$ cat src/rtl/ravenna_adc_sar_ctrl_pkg.sv
// Shared definitions for the SAR ADC controller: FSM encoding, default
// geometry/timing constants and a small constant-evaluation helper.
package ravenna_adc_sar_ctrl_pkg;

    localparam int unsigned ADC_WIDTH_DEF     = 10;
    localparam int unsigned SAMPLE_CYCLES_DEF = 8;
    localparam int unsigned SETTLE_CYCLES_DEF = 4;

    typedef enum logic [2:0] {
        ST_IDLE   = 3'd0,
        ST_SAMPLE = 3'd1,
        ST_SETTLE = 3'd2,
        ST_DECIDE = 3'd3,
        ST_DONE   = 3'd4
    } sar_state_e;

    // Larger of two unsigned values; used to size the shared phase counter.
    function automatic int unsigned max_u(input int unsigned a, input int unsigned b);
        return (a > b) ? a : b;
    endfunction

endpackage

$ cat src/rtl/ravenna_sync2.sv
// Two-flop synchronizer bringing the asynchronous comparator output into the
// clk domain. Both stages reset to 0.
module ravenna_sync2 (
    input  logic clk,
    input  logic reset,
    input  logic d_i,
    output logic q_o
);

    logic meta_q;
    logic sync_q;

    // Capture stage followed by a resolution stage.
    always_ff @(posedge clk or posedge reset) begin
        if (reset) begin
            meta_q <= 1'b0;
            sync_q <= 1'b0;
        end else begin
            meta_q <= d_i;
            sync_q <= meta_q;
        end
    end

    assign q_o = sync_q;

endmodule

$ cat src/rtl/ravenna_adc_sar_ctrl.sv
// SAR ADC controller: track/hold phase, MSB-first binary search of the trim DAC
// against the synchronized comparator, then a valid/ready result hand-off
// with a sticky overrun flag. All outputs come straight from flops.
module ravenna_adc_sar_ctrl
    import ravenna_adc_sar_ctrl_pkg::*;
#(
    parameter int unsigned WIDTH         = ADC_WIDTH_DEF,
    parameter int unsigned SAMPLE_CYCLES = SAMPLE_CYCLES_DEF,
    parameter int unsigned SETTLE_CYCLES = SETTLE_CYCLES_DEF
) (
    input  logic             clk,
    input  logic             reset,
    input  logic             start,
    input  logic             chan_in,
    input  logic             comp_in,
    output logic             chan_sel,
    output logic             sample,
    output logic [WIDTH-1:0] dac_code,
    output logic             busy,
    output logic [WIDTH-1:0] result,
    output logic             result_valid,
    input  logic             result_ready,
    output logic             overrun,
    input  logic             overrun_clr
);

    localparam int unsigned CNT_W = $clog2(max_u(SAMPLE_CYCLES, SETTLE_CYCLES));
    localparam int unsigned BIT_W = $clog2(WIDTH);

    sar_state_e       state_q, state_d;
    logic [CNT_W-1:0] cnt_q, cnt_d;
    logic [BIT_W-1:0] bit_q, bit_d;
    logic [WIDTH-1:0] acc_q, acc_d;
    logic [WIDTH-1:0] dac_q, dac_d;
    logic [WIDTH-1:0] result_q, result_d;
    logic             sample_q, sample_d;
    logic             busy_q, busy_d;
    logic             chan_q, chan_d;
    logic             valid_q, valid_d;
    logic             overrun_q, overrun_d;

    logic             comp_sync_s;
    logic [WIDTH-1:0] mask_s;
    logic [WIDTH-1:0] acc_dec_s;

    ravenna_sync2 u_comp_sync (
        .clk   (clk),
        .reset (reset),
        .d_i   (comp_in),
        .q_o   (comp_sync_s)
    );

    // Bit under test and the accumulator after this bit's decision.
    assign mask_s    = WIDTH'(1) << bit_q;
    assign acc_dec_s = comp_sync_s ? (acc_q | mask_s) : (acc_q & ~mask_s);

    // Next-state, datapath and handshake logic.
    always_comb begin
        state_d   = state_q;
        cnt_d     = cnt_q;
        bit_d     = bit_q;
        acc_d     = acc_q;
        dac_d     = dac_q;
        result_d  = result_q;
        sample_d  = sample_q;
        busy_d    = busy_q;
        chan_d    = chan_q;
        valid_d   = valid_q;
        overrun_d = overrun_q;

        // Consumer handshake and overrun clear; DONE below may override both.
        if (valid_q && result_ready) begin
            valid_d = 1'b0;
        end else begin
            valid_d = valid_q;
        end
        if (overrun_clr) begin
            overrun_d = 1'b0;
        end else begin
            overrun_d = overrun_q;
        end

        case (state_q)
            ST_IDLE: begin
                if (start) begin
                    chan_d   = chan_in;
                    busy_d   = 1'b1;
                    sample_d = 1'b1;
                    dac_d    = '0;
                    acc_d    = '0;
                    cnt_d    = '0;
                    state_d  = ST_SAMPLE;
                end else begin
                    state_d  = ST_IDLE;
                end
            end
            ST_SAMPLE: begin
                if (cnt_q == CNT_W'(SAMPLE_CYCLES - 1)) begin
                    sample_d = 1'b0;
                    bit_d    = BIT_W'(WIDTH - 1);
                    dac_d    = WIDTH'(1) << (WIDTH - 1);
                    cnt_d    = '0;
                    state_d  = ST_SETTLE;
                end else begin
                    cnt_d    = cnt_q + CNT_W'(1);
                end
            end
            ST_SETTLE: begin
                if (cnt_q == CNT_W'(SETTLE_CYCLES - 1)) begin
                    cnt_d   = '0;
                    state_d = ST_DECIDE;
                end else begin
                    cnt_d   = cnt_q + CNT_W'(1);
                end
            end
            ST_DECIDE: begin
                acc_d = acc_dec_s;
                if (bit_q == '0) begin
                    dac_d   = acc_dec_s;
                    state_d = ST_DONE;
                end else begin
                    bit_d   = bit_q - BIT_W'(1);
                    dac_d   = acc_dec_s | (mask_s >> 1);
                    state_d = ST_SETTLE;
                end
            end
            ST_DONE: begin
                result_d = acc_q;
                valid_d  = 1'b1;
                busy_d   = 1'b0;
                dac_d    = '0;
                state_d  = ST_IDLE;
                // An unconsumed result is being replaced.
                if (valid_q && !result_ready) begin
                    overrun_d = 1'b1;
                end else begin
                    overrun_d = overrun_d;
                end
            end
            default: begin
                state_d  = ST_IDLE;
                busy_d   = 1'b0;
                sample_d = 1'b0;
                dac_d    = '0;
            end
        endcase
    end

    // State and output registers.
    always_ff @(posedge clk or posedge reset) begin
        if (reset) begin
            state_q   <= ST_IDLE;
            cnt_q     <= '0;
            bit_q     <= '0;
            acc_q     <= '0;
            dac_q     <= '0;
            result_q  <= '0;
            sample_q  <= 1'b0;
            busy_q    <= 1'b0;
            chan_q    <= 1'b0;
            valid_q   <= 1'b0;
            overrun_q <= 1'b0;
        end else begin
            state_q   <= state_d;
            cnt_q     <= cnt_d;
            bit_q     <= bit_d;
            acc_q     <= acc_d;
            dac_q     <= dac_d;
            result_q  <= result_d;
            sample_q  <= sample_d;
            busy_q    <= busy_d;
            chan_q    <= chan_d;
            valid_q   <= valid_d;
            overrun_q <= overrun_d;
        end
    end

    assign chan_sel     = chan_q;
    assign sample       = sample_q;
    assign dac_code     = dac_q;
    assign busy         = busy_q;
    assign result       = result_q;
    assign result_valid = valid_q;
    assign overrun      = overrun_q;

endmodule

$ cat config.mk
export PLATFORM = sky130hd
export DESIGN_NAME = ravenna_adc_sar_ctrl
export DESIGN_NICKNAME = d
export VERILOG_FILES = /design/src/rtl/ravenna_adc_sar_ctrl_pkg.sv /design/src/rtl/ravenna_sync2.sv /design/src/rtl/ravenna_adc_sar_ctrl.sv
export SDC_FILE = /design/constraint.sdc
export NUM_CORES = 1
export LEC_CHECK = 0
export BUFFER_PORTS_ARGS = -buffer_cell sky130_fd_sc_hd__buf_2
export CORE_MARGIN = 2
export CORE_UTILIZATION = 56
export DETAILED_ROUTE_END_ITERATION = 10
export PLACE_DENSITY_LB_ADDON = 0.1
export SLEW_MARGIN = 15
export SYNTH_ARGS = -nofsm -noshare
export SYNTH_HDL_FRONTEND = slang
export SYNTH_HIERARCHICAL = 1
export SYNTH_SLANG_ARGS = --single-unit
export TNS_END_PERCENT = 50
$ cat constraint.sdc
create_clock -name clk -period 3.9 [get_ports clk]
set_input_delay 0.195 -clock clk [delete_from_list [all_inputs] [get_ports clk]]
set_output_delay 0.195 -clock clk [all_outputs]
set_load 0.1 [all_outputs]
## Yosys cells after proc, flatten, opt, wreduce, memory -nomap -nowiden

Index checks and enable logic that the tools add are counted.

| operators by class | value |
|---|---|
| $add $sub $neg | 2 |
| eq/ne operators | 10 |
| shifts and indexed selects | 1 |
| mux-type cells | 27 |
| bitwise logic cells | 7 |
| reduce and logical (&&, ||, !) cells | 19 |

Operators by type and width:

| cell | count |
|---|---|
| $mux W10 | 4 |
| $pmux W10 S4 | 1 |
| $pmux W10 S2 | 1 |
| $mux W3 | 6 |
| $pmux W3 S4 | 1 |
| $and A10 B10 Y10 | 1 |
| $not A10 Y10 | 1 |
| $or A10 B10 Y10 | 1 |
| $or A10 B9 Y10 | 1 |
| $reduce_and A2 Y1 | 5 |
| $shl A1 B4 Y10 const A | 1 |
| $eq A3 B2 Y1 const B | 3 |
| $pmux W3 S3 | 1 |
| $reduce_and A3 Y1 | 3 |
| $mux W1 | 8 |
| $mux W4 | 2 |
| $ne A2 B2 Y1 const B | 4 |
| $pmux W4 S2 | 1 |
| $eq A3 B3 Y1 const B | 2 |
| $reduce_bool A2 Y1 | 3 |
| $reduce_or A3 Y1 | 2 |
| $logic_not A4 Y1 | 1 |
| $sub A4 B1 Y4 const B | 1 |
| $add A3 B1 Y3 const B | 1 |
| other kinds (8) | 11 |

| storage, ports and cells | value |
|---|---|
| flip-flop bits (word level) | 47 |
| bits of input ports | 7 |

## Longest topological paths before layout

Gate-level depths: netlist (run 1).

| logic depth | value |
|---|---|
| word-level depth | 7 |
| depth in mapped cells | 7 |
| depth with buffers taken out | 7 |

## Cells and area by module

The synthesis (run 1) kept the hierarchy.

By module, submodules not included:

| module | times used | cells an instance | area an instance (um^2) | seq. area each (um^2) |
|---|---|---|---|---|
| ravenna_adc_sar_ctrl | 1 | 221 | 2293.4 | 1126.1 |
| ravenna_sync2 | 1 | 3 | 53.8 | 50.0 |

## Least setup slack after synthesis (run 1)

No wires, ideal clock.

| timing | value |
|---|---|
| path type | reg2reg |
| from | reg cnt_q[0] |
| to | reg dac_q[1], in the netlist dac_code[1] |
| library setup time | 0.069 ns |
| arrival | 1.585 ns |
| required time | 3.831 ns |
| path slack | 2.246 ns |
| stages on the path, launching flop included | 6 |
| buffers on the path | 0 |
| period minus slack after synthesis | 1.654 ns |
| cell sequence | dfrtp_1 > ha_1 > ha_1 > or3b_4 > a21oi_4 > a221o_1 |

| between the ends | value |
|---|---|
| cells in the longest elaborated chain, start to end | 3 |

RTL lines:

| item | RTL line | source |
|---|---|---|
| from (decl) | ravenna_adc_sar_ctrl.sv:31 | `logic [CNT_W-1:0] cnt_q, cnt_d;` |
| from (signal assigned) | ravenna_adc_sar_ctrl.sv:165 | `cnt_q <= cnt_d;` |
| $eq A3 B3 Y1 | ravenna_adc_sar_ctrl.sv:98 | `if (cnt_q == CNT_W'(SAMPLE_CYCLES - 1)) begin` |
| $ne A2 B2 Y1 (no line) | -- |  |
| $reduce_and A3 Y1 (no line) | -- |  |
| to (signal assigned) | ravenna_adc_sar_ctrl.sv:156 | `dac_q <= '0;` |
| to (signal assigned) | ravenna_adc_sar_ctrl.sv:168 | `dac_q <= dac_d;` |
| to (decl) | ravenna_adc_sar_ctrl.sv:34 | `logic [WIDTH-1:0] dac_q, dac_d;` |

Every way passes these cells.
A chain may end at the register's enable or synchronous reset.

## Final worst setup path (run 1)

| timing | value |
|---|---|
| from | reg state_q[2] |
| to | reg bit_q[2] |

| between the ends | value |
|---|---|
| cells in the longest elaborated chain, start to end | 3 |
| elaborated cells between the ends (all ways) | 7 |
| those cells by class | eq/ne (4); mux (1); reduce/logical (2) |

RTL lines:

| item | RTL line | source |
|---|---|---|
| from (decl) | ravenna_adc_sar_ctrl.sv:30 | `sar_state_e state_q, state_d;` |
| from (signal assigned) | ravenna_adc_sar_ctrl.sv:164 | `state_q <= state_d;` |
| $eq A3 B2 Y1 or $eq A3 B1 Y1 (tied branches) | ravenna_adc_sar_ctrl.sv:83 | `case (state_q)` |
| $ne A2 B2 Y1 (no line) or $reduce_bool A2 Y1 (tied branches) | -- |  |
| $reduce_and A3 Y1 (no line) | -- |  |
| to (signal assigned) | ravenna_adc_sar_ctrl.sv:166 | `bit_q <= bit_d;` |
| to (decl) | ravenna_adc_sar_ctrl.sv:32 | `logic [BIT_W-1:0] bit_q, bit_d;` |

Parallel ways exist; a longest one is shown, timed or not.

==> results of run 1 <==
-- routing by layer --
metal,global-route usage [%],up-vias,part of all wire [%]
met5,0,-,0
met4,6.13,0,0.74
met3,4.06,5,3.3
met2,31.7,32,45
met1,29.9,787,51
li1,-,836,-
-- power by group through the flow --
stage	registers [uW]	clock network, uW	logic (uW)
2_1_floorplan	548	0	21.6
3_3_place_gp	516	0	68.8
3_5_place_dp	516	0	69.4
4_1_cts	506	302	71.2
5_1_grt	508	325	75.2
6_report	506	293	70.2
-- synthesized netlist by cell type, types with 4 or more instances --
cell type / n / area, um2
mux2i_1: 6 / 60.1
buf_2: 8 / 40.0
nand2b_1: 6 / 37.5
ha_1: 9 / 113
nand2_1: 21 / 78.8
a21o_1: 8 / 60.1
dfrtp_1: 47 / 1180
o21ai_0: 10 / 50.1
nor3_1: 4 / 20.0
nand3b_1: 7 / 52.6
inv_1: 12 / 45.0
mux2_2: 12 / 135
a21oi_1: 13 / 65.1
nor2_1: 16 / 60.1
-- kinds of logic (layout without fill, tap and decap cells) --
family	Yosys count	count (layout)	synth area share, %
buf+inv	26	52	5.28
simple gates	65	65	14.1
compound gates	59	59	17.4
flops	47	47	50.1
mux	18	18	8.32
fa+ha+maj	9	9	4.80
-- final cells by class --
cell class / count / area share (%)
flip-flops and latches: 47 / 45.3
repair buffers: 33 / 6.75
multi-input cells: 151 / 40.4
inverters: 12 / 1.74
well taps: 50 / 2.41
clock buffers: 6 / 3.18
clock inverters: 1 / 0.193
-- registers in the layout, indices dropped and copies added, names as in the netlist --
signal / count
chan_sel: 1
u_comp_sync/q_o: 1
busy: 1
result_valid: 1
u_comp_sync/meta_q: 1
state_q: 3
sample: 1
acc_q: 10
result: 10
bit_q: 4
overrun: 1
cnt_q: 3
dac_code: 10
-- per-stage QoR --
step	utilization (%)	total power, uW	cell area [um2]	hold slack, ns	std cells
after global placement	61.7	585	2490	0.0589	291
final	64.4	870	2590	0.0814	300
after floorplan	-	570	2350	-0.0638	224
after detailed placement	61.7	585	2490	0.0644	291
after CTS	64.4	879	2590	0.0723	300
after global routing	64.4	908	2590	0.0866	300
-- repair_timing --
| item | CTS | global route |
|---|---|---|
| hold buffers | 2 | 0 |
| endpoints found under the setup margin | 0 | 0 |
| endpoints found under the hold margin | 3 | 0 |
-- final timing paths --
path,start,depth (start not counted),to
min reg2reg,u_comp_sync/meta_q,0,u_comp_sync/q_o
min,overrun_clr,2,overrun
max in group asynchronous,reset,3,dac_code[3]
max,state_q[2],4,bit_q[2]
max reg2reg,state_q[2],4,bit_q[2]
min in group asynchronous,reset,3,u_comp_sync/q_o
-- critical path: stages, from the launching register on --
cell,delay [ns]
dfrtp_1,0.59
nand3b_1,0.55
a21oi_2,0.47
nand2_1,0.12
mux2i_1,0.13
==> results.json, run 1 <==
{
  "drtIter0Drc": 101,
  "wl_mm": 4.47,
  "dr.pass1.iters": 4,
  "synthFlopType": "dfrtp_1",
  "start_util_pct": 58.3,
  "finalSetupViolCount": 0,
  "drc_errors": 0,
  "clock-sinks": 47,
  "period_needed_ns": 1.99,
  "layout_commonest_cell": "dfrtp_1",
  "synthCells": 224,
  "p_sw_uw": 217,
  "clock_latency_ns": 0.29,
  "cts_buffer_depth": 2,
  "cts_resized": 0,
  "pwr-share-seq_pct": 58.2,
  "path_clk_slew_ns": 0.08,
  "p_sw_share_pct": 24.9,
  "peakVddDrop_mv": 0.293,
  "ys_seq_elements": 47,
  "dr_total_vias": 1660,
  "dieArea_mm2": 0.00473,
  "reg2reg_slack_ns": 1.91,
  "fin_nets": 266,
  "seqCellArea_mm2": 0.00118,
  "cts_tree": "yes",
  "clkPwrFrac_pct": 33.7,
  "dieHeight_um": 68.7,
  "multi_input_area_mm2": 0.00105,
  "drive_above_1_share_pct": 22.8,
  "post_cts.repair.setup_buffers": 0,
  "p_leak_uw": 0.00132,
  "track_usage_pct": 20.7,
  "die_w_um": 68.7,
  "synth_edf_count": 0,
  "clock_skew_ns": 0.00643,
  "cap_violations": 0,
  "routabilityCongestion": 0.802,
  "wire_per_inst_um": 14.9,
  "powerDensity_mw_per_mm2": 335,
  "yosysWarningCount": 6,
  "tns_ns": 0,
  "start_kind": "register",
  "numCtsBuffers": 5,
  "post-route-period-util_pct": 51.1,
  "outcome": "complete, no violations",
  "tightest_slew_ns": 0.917,
  "hold_viol_final": 0,
  "cp_max_fo": 18,
  "grt_max_degree": 46,
  "dp_slack_ns": 1.90,
  "cp-end-kind": "register",
  "port_buffers": 31,
  "rsz0062_at_grt": "no",
  "mostFrequentLayoutCells": "dfrtp_1, buf_2, nand2_1, nor2_1, a21oi_1",
  "combPwrFrac_pct": 8.1,
  "vias_per_cell": 5.53,
  "ys_seq_area_share_pct": 50.1,
  "synthArstFlopShare_pct": 100,
  "cts_root_buffer": "clkbuf_8",
  "path_class": "register to register",
  "fp.coreArea_mm2": 0.00403,
  "cp.required_ns": 4.06,
  "worstPathArrival_ns": 2.15,
  "synth_nets": 240,
  "dp_hpwl_mm": 2.99,
  "ios": 32,
  "overflow": 0,
  "internal-power_uw": 653,
  "drv_slew": 0,
  "fmax_mhz": 502,
  "h-tree-depth": 2,
  "netlist_area_mm2": 0.00235,
  "grt_pass1_vias": 1486,
  "syn-mean-instance-area_um2": 10.5,
  "n_fill_cell": 341,
  "antenna_found_initial": 0,
  "synth_cell_types": 40,
  "area_growth_pct": 10.5,
  "ant_nets": 0,
  "slew_headroom_pct": 38.8,
  "grt_pass1_wl_mm": 7.12,
  "setup_ws_ns": 1.91,
  "hold_path.class": "input pin to register",
  "diodes": 0,
  "rows": 23
}
Power figures use the tool's default switching activity.
==> inputs of run 2 (changes only) <==
Clock period 3.9 ns to 1.9 ns, I/O delays scaled along.
==> run 2 against run 1 <==
Power is 120% higher. First-iteration DRC count is 20% lower. Clock skew is 0.0014 ns lower. Wire length is 16% higher. Fmax is 8.7% higher. Sequential power is 110% higher. Via count is 8.5% higher. Register-to-register slack worse by 1.8 ns. Count of clock-buffer cells in the layout stayed put.
==> results.json, run 2 (synthesis results as in run 1) <==
{
  "hold_viol_final": 0,
  "layout_commonest_cell": "dfrtp_1",
  "cts_tree": "yes",
  "overflow": 0,
  "tns_ns": 0,
  "cp_max_fo": 4,
  "clock_skew_ns": 0.00499,
  "wire_per_inst_um": 16.6,
  "routabilityCongestion": 0.817,
  "numCtsBuffers": 5,
  "reg2reg_depth": 5,
  "dieHeight_um": 68.7,
  "p_leak_uw": 0.00140,
  "cp-end-kind": "register",
  "vias_per_cell": 5.75,
  "clock-sinks": 47,
  "clock_latency_ns": 0.30,
  "drc_errors": 0,
  "drtIter0Drc": 81,
  "port_buffers": 31,
  "post-route-period-util_pct": 96.5,
  "fin_cells": 313,
  "tightest_slew_ns": 0.490,
  "outcome": "complete, no violations",
  "grt_pass1_wl_mm": 8.06,
  "dieArea_mm2": 0.00473,
  "track_usage_pct": 23.8,
  "rsz0062_at_grt": "no",
  "drv_slew": 0,
  "die_w_um": 68.7,
  "ant_nets": 0,
  "critPathSlowestCell": "or3b_4",
  "cap_violations": 0,
  "cts_buffer_depth": 2,
  "dp_hpwl_mm": 3.45,
  "placed_cells": 301,
  "cp.required_ns": 2.14,
  "cpPeakStageDelay_ns": 0.42,
  "grt_pass1_vias": 1691,
  "wl_mm": 5.21,
  "hold_path.class": "input pin to register",
  "diodes": 0,
  "start_util_pct": 58.3,
  "drive_above_1_share_pct": 27.0,
  "finalSetupViolCount": 0,
  "dr.pass1.iters": 4,
  "dr_total_vias": 1801,
  "start_kind": "register",
  "worstPathArrival_ns": 2.08,
  "path_class": "register to register",
  "period_needed_ns": 1.83,
  "area_growth_pct": 16.5,
  "ios": 32,
  "grt_max_degree": 25,
  "mostFrequentLayoutCells": "dfrtp_1, buf_2, nand2_1, nor2_1, a21oi_1",
  "slew_headroom_pct": 67.3,
  "hold_depth": 2,
  "fin_nets": 278,
  "antenna_found_initial": 0,
  "fp.coreArea_mm2": 0.00403,
  "h-tree-depth": 2,
  "powerDensity_mw_per_mm2": 713,
  "path_cells": "ha_1 > ha_2 > or3b_4 > a21oi_2 > a22o_1",
  "rows": 23,
  "cts_root_buffer": "clkbuf_8",
  "fmax_mhz": 545,
  "path_clk_slew_ns": 0.08,
  "peakVddDrop_mv": 0.442
}
-- run 2: power breakdown --
part	total, uW	internal, uW	switching (uW)	leakage [uW]
sequential	1040	1020	19.0	0.000581
combinational	153	39.0	114	0.000754
clock	758	426	332	0.0000612
-- run 2: worst max-delay path: cells and delay by family (launching register included) --
kind | cells | cell delay [ns]
compound gates | 2 | 0.49
fa+ha+maj | 2 | 0.46
simple gates | 1 | 0.42
flops | 1 | 0.41
-- run 2: final cells by class --
class                      instances  area (um2)
clock inverter                     2        35.0
multi-input combinational        152        1060
sequential                        47        1180
fill                             337        1290
tap                               50        62.6
clock buffer                       6        82.6
timing repair buffer              44         273
inverter                          12        45.0
-- run 2: per-stage QoR --
step / total power, uW / hold WS [ns] / utilization, % / setup WS (ns) / area, um2
6_report: 1950 / 0.0429 / 67.9 / 0.0664 / 2740
3_5_place_dp: 1210 / -0.0338 / 63.9 / 0.0480 / 2570
2_1_floorplan: 1170 / -0.164 / - / 0.246 / 2350
3_3_place_gp: 1210 / -0.0416 / 63.9 / 0.106 / 2570
4_1_cts: 1960 / 0.0425 / 67.5 / 0.0255 / 2720
5_1_grt: 2020 / 0.0414 / 67.9 / 0.0143 / 2740
-- run 2: path summary, 6_finish.rpt --
kind / start / to / slack, ns
setup / recovery: cnt_q[0] / dac_code[7] / 0.07
setup reg to reg: cnt_q[0] / dac_code[7] / 0.07
hold / removal: chan_in / chan_sel / 0.04
hold reg to reg: u_comp_sync/meta_q / u_comp_sync/q_o / 0.38
min in group asynchronous: reset / u_comp_sync/q_o / 0.20
max in group asynchronous: reset / busy / 1.04
-- run 2: routing by layer --
metal  up-vias  wire (um)  GRT usage (%)
met5         -          0              0
met4         0         38           8.33
met3         4        289           5.03
met2        55       2670           39.2
met1       875       2210           31.1
li1        867          -              -
-- run 2: repair_timing --
item	in CTS	in global routing
hold buffers	3	0
resized for setup	0	2
endpoints found under the setup margin	0	8
endpoints found under the hold margin	25	0
setup buffers	0	0
